==> src/rtl/bt656_pkg.sv <==
// rtl/bt656_pkg.sv - BT.656 shared types, code constants, XY encoder, clamp and colour-bar table
package bt656_pkg;

  typedef enum logic [2:0] {
    ST_IDLE,
    ST_EAV,
    ST_HBLANK,
    ST_SAV,
    ST_ACTIVE
  } state_t;

  localparam logic [7:0] PREAMBLE_FF  = 8'hFF;
  localparam logic [7:0] PREAMBLE_00  = 8'h00;
  localparam logic [7:0] BLANK_CHROMA = 8'h80;
  localparam logic [7:0] BLANK_LUMA   = 8'h10;

  typedef struct packed {
    logic [7:0] y;
    logic [7:0] cb;
    logic [7:0] cr;
  } ycbcr_t;

  // 75% colour bars: white, yellow, cyan, green, magenta, red, blue, black
  localparam ycbcr_t COLOR_BARS [8] = '{
    '{y: 8'hB4, cb: 8'h80, cr: 8'h80},
    '{y: 8'hA2, cb: 8'h2C, cr: 8'h8E},
    '{y: 8'h83, cb: 8'h9C, cr: 8'h2C},
    '{y: 8'h70, cb: 8'h48, cr: 8'h3A},
    '{y: 8'h54, cb: 8'hB8, cr: 8'hC6},
    '{y: 8'h41, cb: 8'h64, cr: 8'hD4},
    '{y: 8'h23, cb: 8'hD4, cr: 8'h72},
    '{y: 8'h10, cb: 8'h80, cr: 8'h80}
  };

  function automatic logic [7:0] xy_encode(input logic f, input logic v, input logic h);
    return {1'b1, f, v, h, v ^ h, f ^ h, f ^ v, f ^ v ^ h};
  endfunction

  // 0x00 and 0xFF are reserved for timing references and must never leave as video
  function automatic logic [7:0] clamp_byte(input logic [7:0] b);
    if (b == 8'h00) return 8'h01;
    if (b == 8'hFF) return 8'hFE;
    return b;
  endfunction

endpackage

==> src/rtl/bt656_tx_timing.sv <==
// rtl/bt656_tx_timing.sv - BT.656 line/frame sequencer: byte and line counters plus the line FSM
module bt656_tx_timing
  import bt656_pkg::*;
(
  input  logic        clk_i,
  input  logic        rst_i,
  input  logic        tx_enable_i,
  input  logic [10:0] line_len_i,
  input  logic [10:0] frame_lines_i,
  input  logic [7:0]  vblank_lines_i,
  input  logic [7:0]  hblank_len_i,
  output state_t      state_o,
  output logic [1:0]  byte_phase_o,
  output logic        vblank_o,
  output logic        frame_done_o
`ifdef BT656_TX_PATTERN_EN
  ,
  output logic [10:0] line_len_o
`endif
);

  state_t      state, state_n;
  logic [10:0] byte_cnt, byte_n;
  logic [11:0] line_cnt, line_n;
  logic [10:0] line_len_q, frame_lines_q;
  logic [7:0]  vblank_q, hblank_q;
  logic        load;
  logic [11:0] last_line;

  assign last_line    = 12'(frame_lines_q) + 12'(vblank_q) - 12'd1;
  assign state_o      = state;
  assign byte_phase_o = byte_cnt[1:0];
  assign vblank_o     = line_cnt < 12'(vblank_q);
`ifdef BT656_TX_PATTERN_EN
  assign line_len_o   = line_len_q;
`endif

  always_ff @(posedge clk_i) begin
    if (rst_i) begin
      state         <= ST_IDLE;
      byte_cnt      <= '0;
      line_cnt      <= '0;
      line_len_q    <= '0;
      frame_lines_q <= '0;
      vblank_q      <= '0;
      hblank_q      <= '0;
    end else begin
      state    <= state_n;
      byte_cnt <= byte_n;
      line_cnt <= line_n;
      if (load) begin
        line_len_q    <= line_len_i;
        frame_lines_q <= frame_lines_i;
        vblank_q      <= vblank_lines_i;
        hblank_q      <= hblank_len_i;
      end
    end
  end

  always_comb begin
    state_n      = state;
    byte_n       = byte_cnt + 11'd1;
    line_n       = line_cnt;
    load         = 1'b0;
    frame_done_o = 1'b0;
    case (state)
      ST_IDLE: begin
        byte_n = '0;
        line_n = '0;
        if (tx_enable_i) begin
          state_n = ST_EAV;
          load    = 1'b1;
        end
      end
      ST_EAV: begin
        if (byte_cnt == 11'd3) begin
          byte_n  = '0;
          state_n = (hblank_q == 8'd0) ? ST_SAV : ST_HBLANK;
        end
      end
      ST_HBLANK: begin
        if (byte_cnt == 11'(hblank_q) - 11'd1) begin
          byte_n  = '0;
          state_n = ST_SAV;
        end
      end
      ST_SAV: begin
        if (byte_cnt == 11'd3) begin
          byte_n  = '0;
          state_n = ST_ACTIVE;
        end
      end
      ST_ACTIVE: begin
        if (byte_cnt == line_len_q - 11'd1) begin
          byte_n = '0;
          if (line_cnt == last_line) begin
            // Sampling enable here lets a late reassertion roll straight into the next frame
            frame_done_o = 1'b1;
            line_n       = '0;
            if (tx_enable_i) begin
              state_n = ST_EAV;
              load    = 1'b1;
            end else begin
              state_n = ST_IDLE;
            end
          end else begin
            line_n  = line_cnt + 12'd1;
            state_n = ST_EAV;
          end
        end
      end
      default: state_n = ST_IDLE;
    endcase
  end

endmodule

==> src/rtl/bt656_tx.sv <==
// rtl/bt656_tx.sv - BT.656 transmitter top: byte mux, clamp, status; BT656_TX_PATTERN_EN adds colour bars
module bt656_tx
  import bt656_pkg::*;
(
  input  logic        clk_i,
  input  logic        rst_i,
  input  logic        tx_enable_i,
  input  logic [10:0] line_len_i,
  input  logic [10:0] frame_lines_i,
  input  logic [7:0]  vblank_lines_i,
  input  logic [7:0]  hblank_len_i,
`ifdef BT656_TX_PATTERN_EN
  input  logic        pattern_sel_i,
`endif
  input  logic [7:0]  s_data_i,
  input  logic        s_valid_i,
  output logic        s_ready_o,
  output logic [7:0]  data_o,
  output logic        href_o,
  output logic        vsync_o,
  output logic [31:0] frame_cnt_o,
  output logic        underflow_o,
  input  logic        rst_underflow_i
);

  state_t     state;
  logic [1:0] byte_phase;
  logic       vblank;
  logic       frame_done;
  logic [7:0] byte_n;
  logic       href_n, vsync_n, uf_set;
  logic [7:0] blank_byte;

`ifdef BT656_TX_PATTERN_EN
  logic [10:0] line_len_q;
  logic [10:0] bar_width;
  logic [10:0] bar_pos;
  logic [2:0]  bar_idx;
  ycbcr_t      bar_c;
  logic [7:0]  bar_byte;
`endif

  bt656_tx_timing u_timing (
    .clk_i          (clk_i),
    .rst_i          (rst_i),
    .tx_enable_i    (tx_enable_i),
    .line_len_i     (line_len_i),
    .frame_lines_i  (frame_lines_i),
    .vblank_lines_i (vblank_lines_i),
    .hblank_len_i   (hblank_len_i),
    .state_o        (state),
    .byte_phase_o   (byte_phase),
    .vblank_o       (vblank),
    .frame_done_o   (frame_done)
`ifdef BT656_TX_PATTERN_EN
    ,
    .line_len_o     (line_len_q)
`endif
  );

`ifdef BT656_TX_PATTERN_EN
  // Bar width is line_len/8 forced even so each bar holds whole Cb/Y or Cr/Y pairs
  assign bar_width = (line_len_q >> 4) << 1;
  assign bar_c     = COLOR_BARS[bar_idx];
  assign bar_byte  = (byte_phase == 2'd0) ? bar_c.cb :
                     (byte_phase == 2'd2) ? bar_c.cr : bar_c.y;

  always_ff @(posedge clk_i) begin
    if (rst_i || state != ST_ACTIVE) begin
      bar_pos <= '0;
      bar_idx <= '0;
    end else if (bar_pos + 11'd1 == bar_width && bar_idx != 3'd7) begin
      bar_pos <= '0;
      bar_idx <= bar_idx + 3'd1;
    end else begin
      bar_pos <= bar_pos + 11'd1;
    end
  end

  assign s_ready_o = (state == ST_ACTIVE) && !vblank && !pattern_sel_i;
`else
  assign s_ready_o = (state == ST_ACTIVE) && !vblank;
`endif

  assign blank_byte = byte_phase[0] ? BLANK_LUMA : BLANK_CHROMA;

  always_comb begin
    byte_n  = BLANK_CHROMA;
    href_n  = 1'b0;
    vsync_n = vblank;
    uf_set  = 1'b0;
    case (state)
      ST_IDLE: begin
        byte_n  = (data_o == BLANK_CHROMA) ? BLANK_LUMA : BLANK_CHROMA;
        vsync_n = 1'b1;
      end
      ST_EAV, ST_SAV: begin
        case (byte_phase)
          2'd0:    byte_n = PREAMBLE_FF;
          2'd3:    byte_n = xy_encode(1'b0, vblank, state == ST_EAV);
          default: byte_n = PREAMBLE_00;
        endcase
      end
      ST_HBLANK: byte_n = blank_byte;
      ST_ACTIVE: begin
        if (vblank) begin
          byte_n = blank_byte;
        end else begin
          href_n = 1'b1;
`ifdef BT656_TX_PATTERN_EN
          if (pattern_sel_i) byte_n = bar_byte;
          else
`endif
          if (s_valid_i) begin
            byte_n = clamp_byte(s_data_i);
          end else begin
            byte_n = blank_byte;
            uf_set = 1'b1;
          end
        end
      end
      default: byte_n = BLANK_CHROMA;
    endcase
  end

  always_ff @(posedge clk_i) begin
    if (rst_i) begin
      data_o      <= BLANK_CHROMA;
      href_o      <= 1'b0;
      vsync_o     <= 1'b1;
      frame_cnt_o <= '0;
      underflow_o <= 1'b0;
    end else begin
      data_o  <= byte_n;
      href_o  <= href_n;
      vsync_o <= vsync_n;
      if (frame_done) frame_cnt_o <= frame_cnt_o + 32'd1;
      if (rst_underflow_i) underflow_o <= 1'b0;
      else if (uf_set)     underflow_o <= 1'b1;
    end
  end

endmodule
==> config.mk <==
export PLATFORM = sky130hd
export DESIGN_NAME = bt656_tx
export DESIGN_NICKNAME = d
export VERILOG_FILES = /design/src/rtl/bt656_pkg.sv /design/src/rtl/bt656_tx_timing.sv /design/src/rtl/bt656_tx.sv
export SDC_FILE = /design/constraint.sdc
export NUM_CORES = 1
export LEC_CHECK = 0
export CELL_PAD_IN_SITES_DETAIL_PLACEMENT = 1
export CELL_PAD_IN_SITES_GLOBAL_PLACEMENT = 1
export CORE_MARGIN = 4
export CORE_UTILIZATION = 45
export DETAILED_ROUTE_END_ITERATION = 6
export PLACE_DENSITY_LB_ADDON = 0.2
export SYNTH_ARGS = -nofsm -noshare
export SYNTH_HDL_FRONTEND = slang
export SYNTH_HIERARCHICAL = 1
export SYNTH_SLANG_ARGS = --single-unit
==> constraint.sdc <==
create_clock -name clk_i -period 11.63 [get_ports clk_i]
set_input_delay 2.326 -clock clk_i [delete_from_list [all_inputs] [get_ports clk_i]]
set_output_delay 2.326 -clock clk_i [all_outputs]
set_load 0.03 [all_outputs]
==> impl_metrics.env, run 1 <==
export IMPL_postPlaceCellArea_um2=7740
export IMPL_crit_chain="ha_1 > a21o_1 > a21o_1 > a21o_1 > a21o_1 > a21o_1 > a21o_1 > a211oi_1 > or4b_1 > inv_2 > clkdlybuf4s50_1"
export IMPL_syn_num_nets=880
export IMPL_reg2regPathDepth=15
export IMPL_cts_tree="built"
export IMPL_die_height_um=131
export IMPL_cts_setup_buffers=0
export IMPL_grt_pass1_wl_mm=30.7
export IMPL_p_per_area_nw_per_um2=112
export IMPL_preCtsSetupSlack_ns=5.97
export IMPL_core_um2=14600
export IMPL_cts_max_level=3
export IMPL_hp_class="reg2reg"
export IMPL_wl_per_cell_um=17.7
export IMPL_slew_headroom_pct=24.2
export IMPL_drc=0
export IMPL_viasPerCell=5.84
export IMPL_cp_required_ns=9.30
export IMPL_fin_util_pct=54.9
export IMPL_yosysSeqAreaShare_pct=31.6
export IMPL_layout_min_cycle_time_ns=6.07
export IMPL_clock_path_buffers=2
export IMPL_cap_violations=0
export IMPL_synth_top_family_by_area="simple AND/OR/NAND/NOR gates"
export IMPL_max_stage_delay_ns=0.71
export IMPL_critPathArrivalTime_ns=3.74
export IMPL_first_iter_violations=264
export IMPL_dp_final_hpwl_mm=13.6
export IMPL_synth_xor_area_share_pct=8.14
export IMPL_path_clk_slew_ns=0.07
export IMPL_rsz0062_at_grt="false"
export IMPL_syn2layout_area_growth_pct=18.5
export IMPL_ir_drop_v=0.0000835
export IMPL_port_buffers=94
export IMPL_numCtsBuffers=9
export IMPL_cts_root_buffer="clkbuf_16"
export IMPL_ctsResizeCount=0
export IMPL_layout_drive_gt1_share_pct=4.98
export IMPL_nets=945
export IMPL_yosys_most_used_dff="dfxtp_1"
export IMPL_ios=95
export IMPL_yosys_area_share_simple_pct=28.1
export IMPL_p_total_mw=0.901
export IMPL_syn_area_um2=6780
export IMPL_antenna_found_initial=0
export IMPL_insertedDiodeCount=0
export IMPL_hold_depth=2
export IMPL_async_flop_share_pct=0
export IMPL_holdWs_ns=0.492
export IMPL_syn_avg_cell_area_um2=8.53
export IMPL_setup_slack_ns=5.56
export IMPL_worst_pin_slew_ns=1.13
export IMPL_crit_path_top_delay_cell="a211oi_1"
export IMPL_grt_overflow=0
export IMPL_ctsHoldBuffers=0
export IMPL_cts_sinks=107
export IMPL_slew_violations=0
export IMPL_fin_skew_ns=0.00896
export IMPL_clk_latency_ns=0.36
export IMPL_synth_area_leaders="dfxtp_1 32%, ha_1 6.1%, xnor2_1 5.4%"
export IMPL_yosysUniqueCellTypes=77
export IMPL_hold_viol=0
export IMPL_n_fill_cell=1761
export IMPL_crit_top_cell="a21o_1"
export IMPL_finalNonFillerCells=1048
export IMPL_setup_tns_ns=0
export IMPL_seq_area_um2=2140
export IMPL_ys_seq_elements=107
export IMPL_synth_top_cell_by_area="dfxtp_1"
export IMPL_post_route_period_util_pct=52.2
export IMPL_synth_compound_area_share_pct=16.3
export IMPL_placed_cells=1032
export IMPL_antenna_left=0
export IMPL_via_count=6122
export IMPL_gp_congestion=0.919
export IMPL_dr_pass1_iters=4
export IMPL_cp_max_fo=5
export IMPL_yosys_warnings=6
export IMPL_initial_core_util_pct=46.3
export IMPL_grt_use_total_pct=22.0
export IMPL_synth_edf_count=0
export IMPL_multiInputGateArea_um2=4220
export IMPL_syn_inst=795
export IMPL_critPathKind="reg2out"
export IMPL_setup_violations=0
export IMPL_fp_row_count=44
export IMPL_status="finished clean"
export IMPL_wl_mm=18.5
export IMPL_yosys_area_share_adder_pct=6.38
export IMPL_grt_max_degree=100
export IMPL_dieArea_um2=17100
export IMPL_synth_top_area_share_pct=31.6
export IMPL_grt_pass1_vias=6347
export IMPL_fp_dieW_um=131
export IMPL_p_leak_nw=2.87
export IMPL_worst_setup_path_start_kind="flip-flop"
export IMPL_post_route_cell_area_um2=8040
export IMPL_synth_mux_area_share_pct=3.16
export IMPL_end_kind="output port"
export IMPL_timing_fmax_mhz=165
final timing paths:
path | endpoint | slack, ns | startpoint
max reg2reg | frame_cnt_o[21] | 6.53 | u_timing/vblank_q[5]
min reg2reg | u_timing/frame_lines_q[7] | 0.49 | u_timing/frame_lines_q[7]
max | s_ready_o | 5.56 | u_timing/line_cnt[1]
min | u_timing/frame_lines_q[7] | 0.49 | u_timing/frame_lines_q[7]
Yosys cell counts (18+ instances only):
master and instances:
nand2_1 34, nand3_1 29, inv_1 51, xnor2_1 42, ha_1 33, xor2_1 21, a21oi_1 40, nor2_1 55
or4b_1 29, or4_1 18, o31ai_1 38, o21ai_0 18, nor3_1 20, mux2i_1 18, clkbuf_1 26, nand2b_1 36
dfxtp_1 107
cells by family (layout without fill, tap and decap cells):
family,count (synthesis),in the layout
buf+inv,95,164
flops,107,107
xor+xnor,63,63
mux,21,21
compound gates,164,164
simple gates,311,311
fa+ha+maj,34,34
sequential cells by signal (all words and copies together), names as in the netlist:
signal and cells:
u_timing/state_o 3, u_timing/hblank_q 8, u_timing/vblank_q 8, u_timing/frame_lines_q 11, u_timing/line_cnt 12, href_o 1, u_timing/byte_cnt 11, frame_cnt_o 32
underflow_o 1, u_timing/line_len_q 11, data_o 8, vsync_o 1
report_power, final:
group          internal (mW)  total [mW]  leakage (nW)  switching, mW
Sequential             0.377       0.389         0.870         0.0113
Combinational         0.0942       0.202          1.85          0.108
Clock                  0.172       0.310         0.146          0.138
layout by cell type, fill, tap and decap left out, types with 3 or more instances in the layout:
cell / n
o31ai_1: 38
nor2_1: 54
nand2_1: 34
clkbuf_16: 9
xor2_1: 21
nand3_1: 29
a31oi_1: 7
a211oi_1: 4
o21ai_0: 18
nor4_1: 8
mux2i_1: 18
xnor2_1: 42
or3_1: 11
a21oi_1: 40
or4_1: 18
nor3_1: 20
o211ai_1: 3
dfxtp_1: 107
and2_1: 3
a21o_1: 12
nand4_1: 14
or4b_1: 29
buf_4: 3
clkdlybuf4s50_1: 93
and3_1: 10
inv_1: 51
o21a_1: 6
nand2b_1: 36
o21ai_1: 9
ha_1: 33
nor3b_1: 5
and4_1: 5
or2_2: 6
nor2b_1: 9
critical path, delay by kind of cell, from the launching register on:
| family | cells | cell delay (ns) |
|---|---|---|
| adder cells (fa/ha/maj) | 1 | 0.27 |
| flip-flops | 1 | 0.42 |
| buffers and inverters | 2 | 0.64 |
| AO/OA/AOI/OAI | 7 | 1.76 |
| AND/OR/NAND/NOR | 1 | 0.31 |
layer usage:
metal	routed length, um	GRT usage, %	part of all wire (%)
met5	0	0	0
met4	366	6.65	2.0
met3	650	3.66	3.5
met2	9570	39.8	52
met1	7910	26.6	43
final cells by class:
type	instances	share of cell area (%)
timing repair buffer	97	11.9
sequential	107	26.7
multi-input combinational	593	52.5
inverter	52	2.43
clock buffer	11	3.02
tap	184	2.86
clock inverter	4	0.607
No activity file was read; power rests on OpenSTA's default activity.
==> run 2: changes to the inputs <==
Settings changed: CORE_UTILIZATION 45 to 42.
Clock period 11.63 ns to 6.36 ns, I/O delays scaled along.
==> run 2 against run 1 <==
  * Global-route usage is 1.3 points lower
  * Combinational power increased by 83%
  * Register-to-register slack got worse by 5.2 ns
  * Count of clock-buffer cells in the layout down 1
  * Worst setup slack lost 4.4 ns
  * Sequential power is 83% higher
  * Routed wire length grew 1.6%
  * Via count fell by 0.49%
  * Final cell count grew 3.0%
  * Final area is 0.86% higher
==> impl_metrics.env, run 2 (synthesized netlist as in run 1, its figures left out) <==
export IMPL_status="finished clean"
export IMPL_cts_max_level=3
export IMPL_wl_met3_um=466
export IMPL_fp_dieW_um=135
export IMPL_top_regs="frame_cnt_o (32), u_timing/line_cnt (12)"
export IMPL_worst_setup_path_start_kind="flip-flop"
export IMPL_layout_min_cycle_time_ns=5.25
export IMPL_ctsHoldBuffers=0
export IMPL_first_iter_violations=243
export IMPL_setup_tns_ns=0
export IMPL_grt_pass1_wl_mm=31.3
export IMPL_cts_sinks=107
export IMPL_antenna_found_initial=0
export IMPL_cp_max_fo=5
export IMPL_viasPerCell=5.65
export IMPL_largest_register_ffs=32
export IMPL_p_per_area_nw_per_um2=211
export IMPL_wl_met2_mm=9.85
export IMPL_ios=95
export IMPL_final_common_cell="dfxtp_1"
export IMPL_syn2layout_area_growth_pct=19.6
export IMPL_clk_latency_ns=0.35
export IMPL_numCtsBuffers=9
export IMPL_port_buffers=94
export IMPL_finalNonFillerCells=1079
export IMPL_slew_violations=0
export IMPL_insertedDiodeCount=0
export IMPL_rsz0062_at_grt="false"
export IMPL_die_height_um=135
export IMPL_placed_cells=1063
export IMPL_nets=943
export IMPL_cts_setup_buffers=0
export IMPL_grt_max_degree=75
export IMPL_ctsResizeCount=0
export IMPL_setup_violations=0
export IMPL_grt_use_total_pct=20.7
export IMPL_grt_overflow=0
export IMPL_cp_required_ns=5.09
export IMPL_ir_drop_v=0.000124
export IMPL_highest_layer="met4"
export IMPL_layout_drive_gt1_share_pct=4.98
export IMPL_p_total_mw=1.71
export IMPL_cts_tree="built"
export IMPL_post_route_period_util_pct=82.5
export IMPL_clock_path_buffers=2
export IMPL_antenna_left=0
export IMPL_timing_fmax_mhz=191
export IMPL_dieArea_um2=18200
export IMPL_dr_pass1_iters=4
export IMPL_drc=0
export IMPL_path_clk_slew_ns=0.08
export IMPL_slew_headroom_pct=19.8
export IMPL_initial_core_util_pct=42.8
export IMPL_via_count=6092
export IMPL_wl_per_cell_um=17.4
export IMPL_fin_skew_ns=0.0103
export IMPL_fp_row_count=46
export IMPL_wl_mm=18.8
export IMPL_critPathKind="reg2out"
export IMPL_hold_viol=0
export IMPL_cap_violations=0
export IMPL_gp_congestion=0.928
export IMPL_grt_pass1_vias=6343
export IMPL_p_leak_nw=2.88
export IMPL_end_kind="output port"
export IMPL_hp_class="reg2reg"
export IMPL_largest_register="frame_cnt_o"
export IMPL_cts_root_buffer="clkbuf_16"
export IMPL_core_um2=15800
export IMPL_mostFrequentLayoutCells="107 x dfxtp_1, 93 x clkdlybuf4s50_1, 54 x nor2_1"
export IMPL_critPathArrivalTime_ns=3.97
export IMPL_met1_length_mm=8.15
export IMPL_worst_pin_slew_ns=1.19
export IMPL_dp_final_hpwl_mm=14.0
-- run 2: changes by cell type in the layout (fill, tap and decap cells not counted) --
cell | previous run | this run
clkbuf_1 | 1 | 0
inv_8 | 0 | 1
inv_6 | 1 | 2
buf_4 | 3 | 2
buf_2 | 1 | 0
bufinv_16 | 1 | 2
clkinv_2 | 2 | 1
-- run 2: worst max-delay path, cell delays in order, from the launching register on --
cell             delay (ns)
dfxtp_1                0.43
ha_1                   0.26
a21o_1                 0.17
a21o_1                 0.19
a21o_1                 0.17
a21o_1                 0.18
a21o_1                 0.17
a21o_1                 0.18
a211oi_1               0.89
or4b_1                 0.33
inv_2                  0.06
clkdlybuf4s50_1        0.59
-- run 2: cell type report --
type                            instances  area, um^2
Fill cell                            1874        7720
Inverter                               52         195
Multi-Input combinational cell        593        4220
Tap cell                              216         270
Sequential cell                       107        2140
Timing Repair Buffer                   95         946
Clock buffer                           10         239
Clock inverter                          6        93.8
-- run 2: routing by layer --
layer  GRT usage [%]  vias to the layer above
met1            25.0                     2984
li1                -                     3014
met3            3.09                       24
met2            38.0                       70
met5               0                        -
met4            5.82                        0
-- run 2: where the power goes --
part           internal, mW  switching [mW]
combinational         0.171           0.198
clock                 0.361           0.267
sequential            0.690          0.0208
-- run 2: path summary, 6_finish.rpt --
check	to	cells past startpoint	startpoint	slack [ns]
max	s_ready_o	11	u_timing/line_cnt[1]	1.11
min	u_timing/frame_lines_q[3]	2	u_timing/frame_lines_q[3]	0.48
max reg2reg	frame_cnt_o[29]	15	u_timing/vblank_q[4]	1.34
min reg2reg	u_timing/frame_lines_q[3]	2	u_timing/frame_lines_q[3]	0.48
-- run 2: through the flow --
stage          hold WS [ns]  util, %  instance area, um^2  setup slack [ns]
3_3_place_gp          0.467     49.1                 7770              1.49
2_1_floorplan         0.451        -                 6780              2.12
4_1_cts               0.493     51.2                 8110              1.08
3_5_place_dp          0.481     49.1                 7770              1.36
6_report              0.485     51.2                 8110              1.11
5_1_grt               0.517     51.2                 8110             0.917
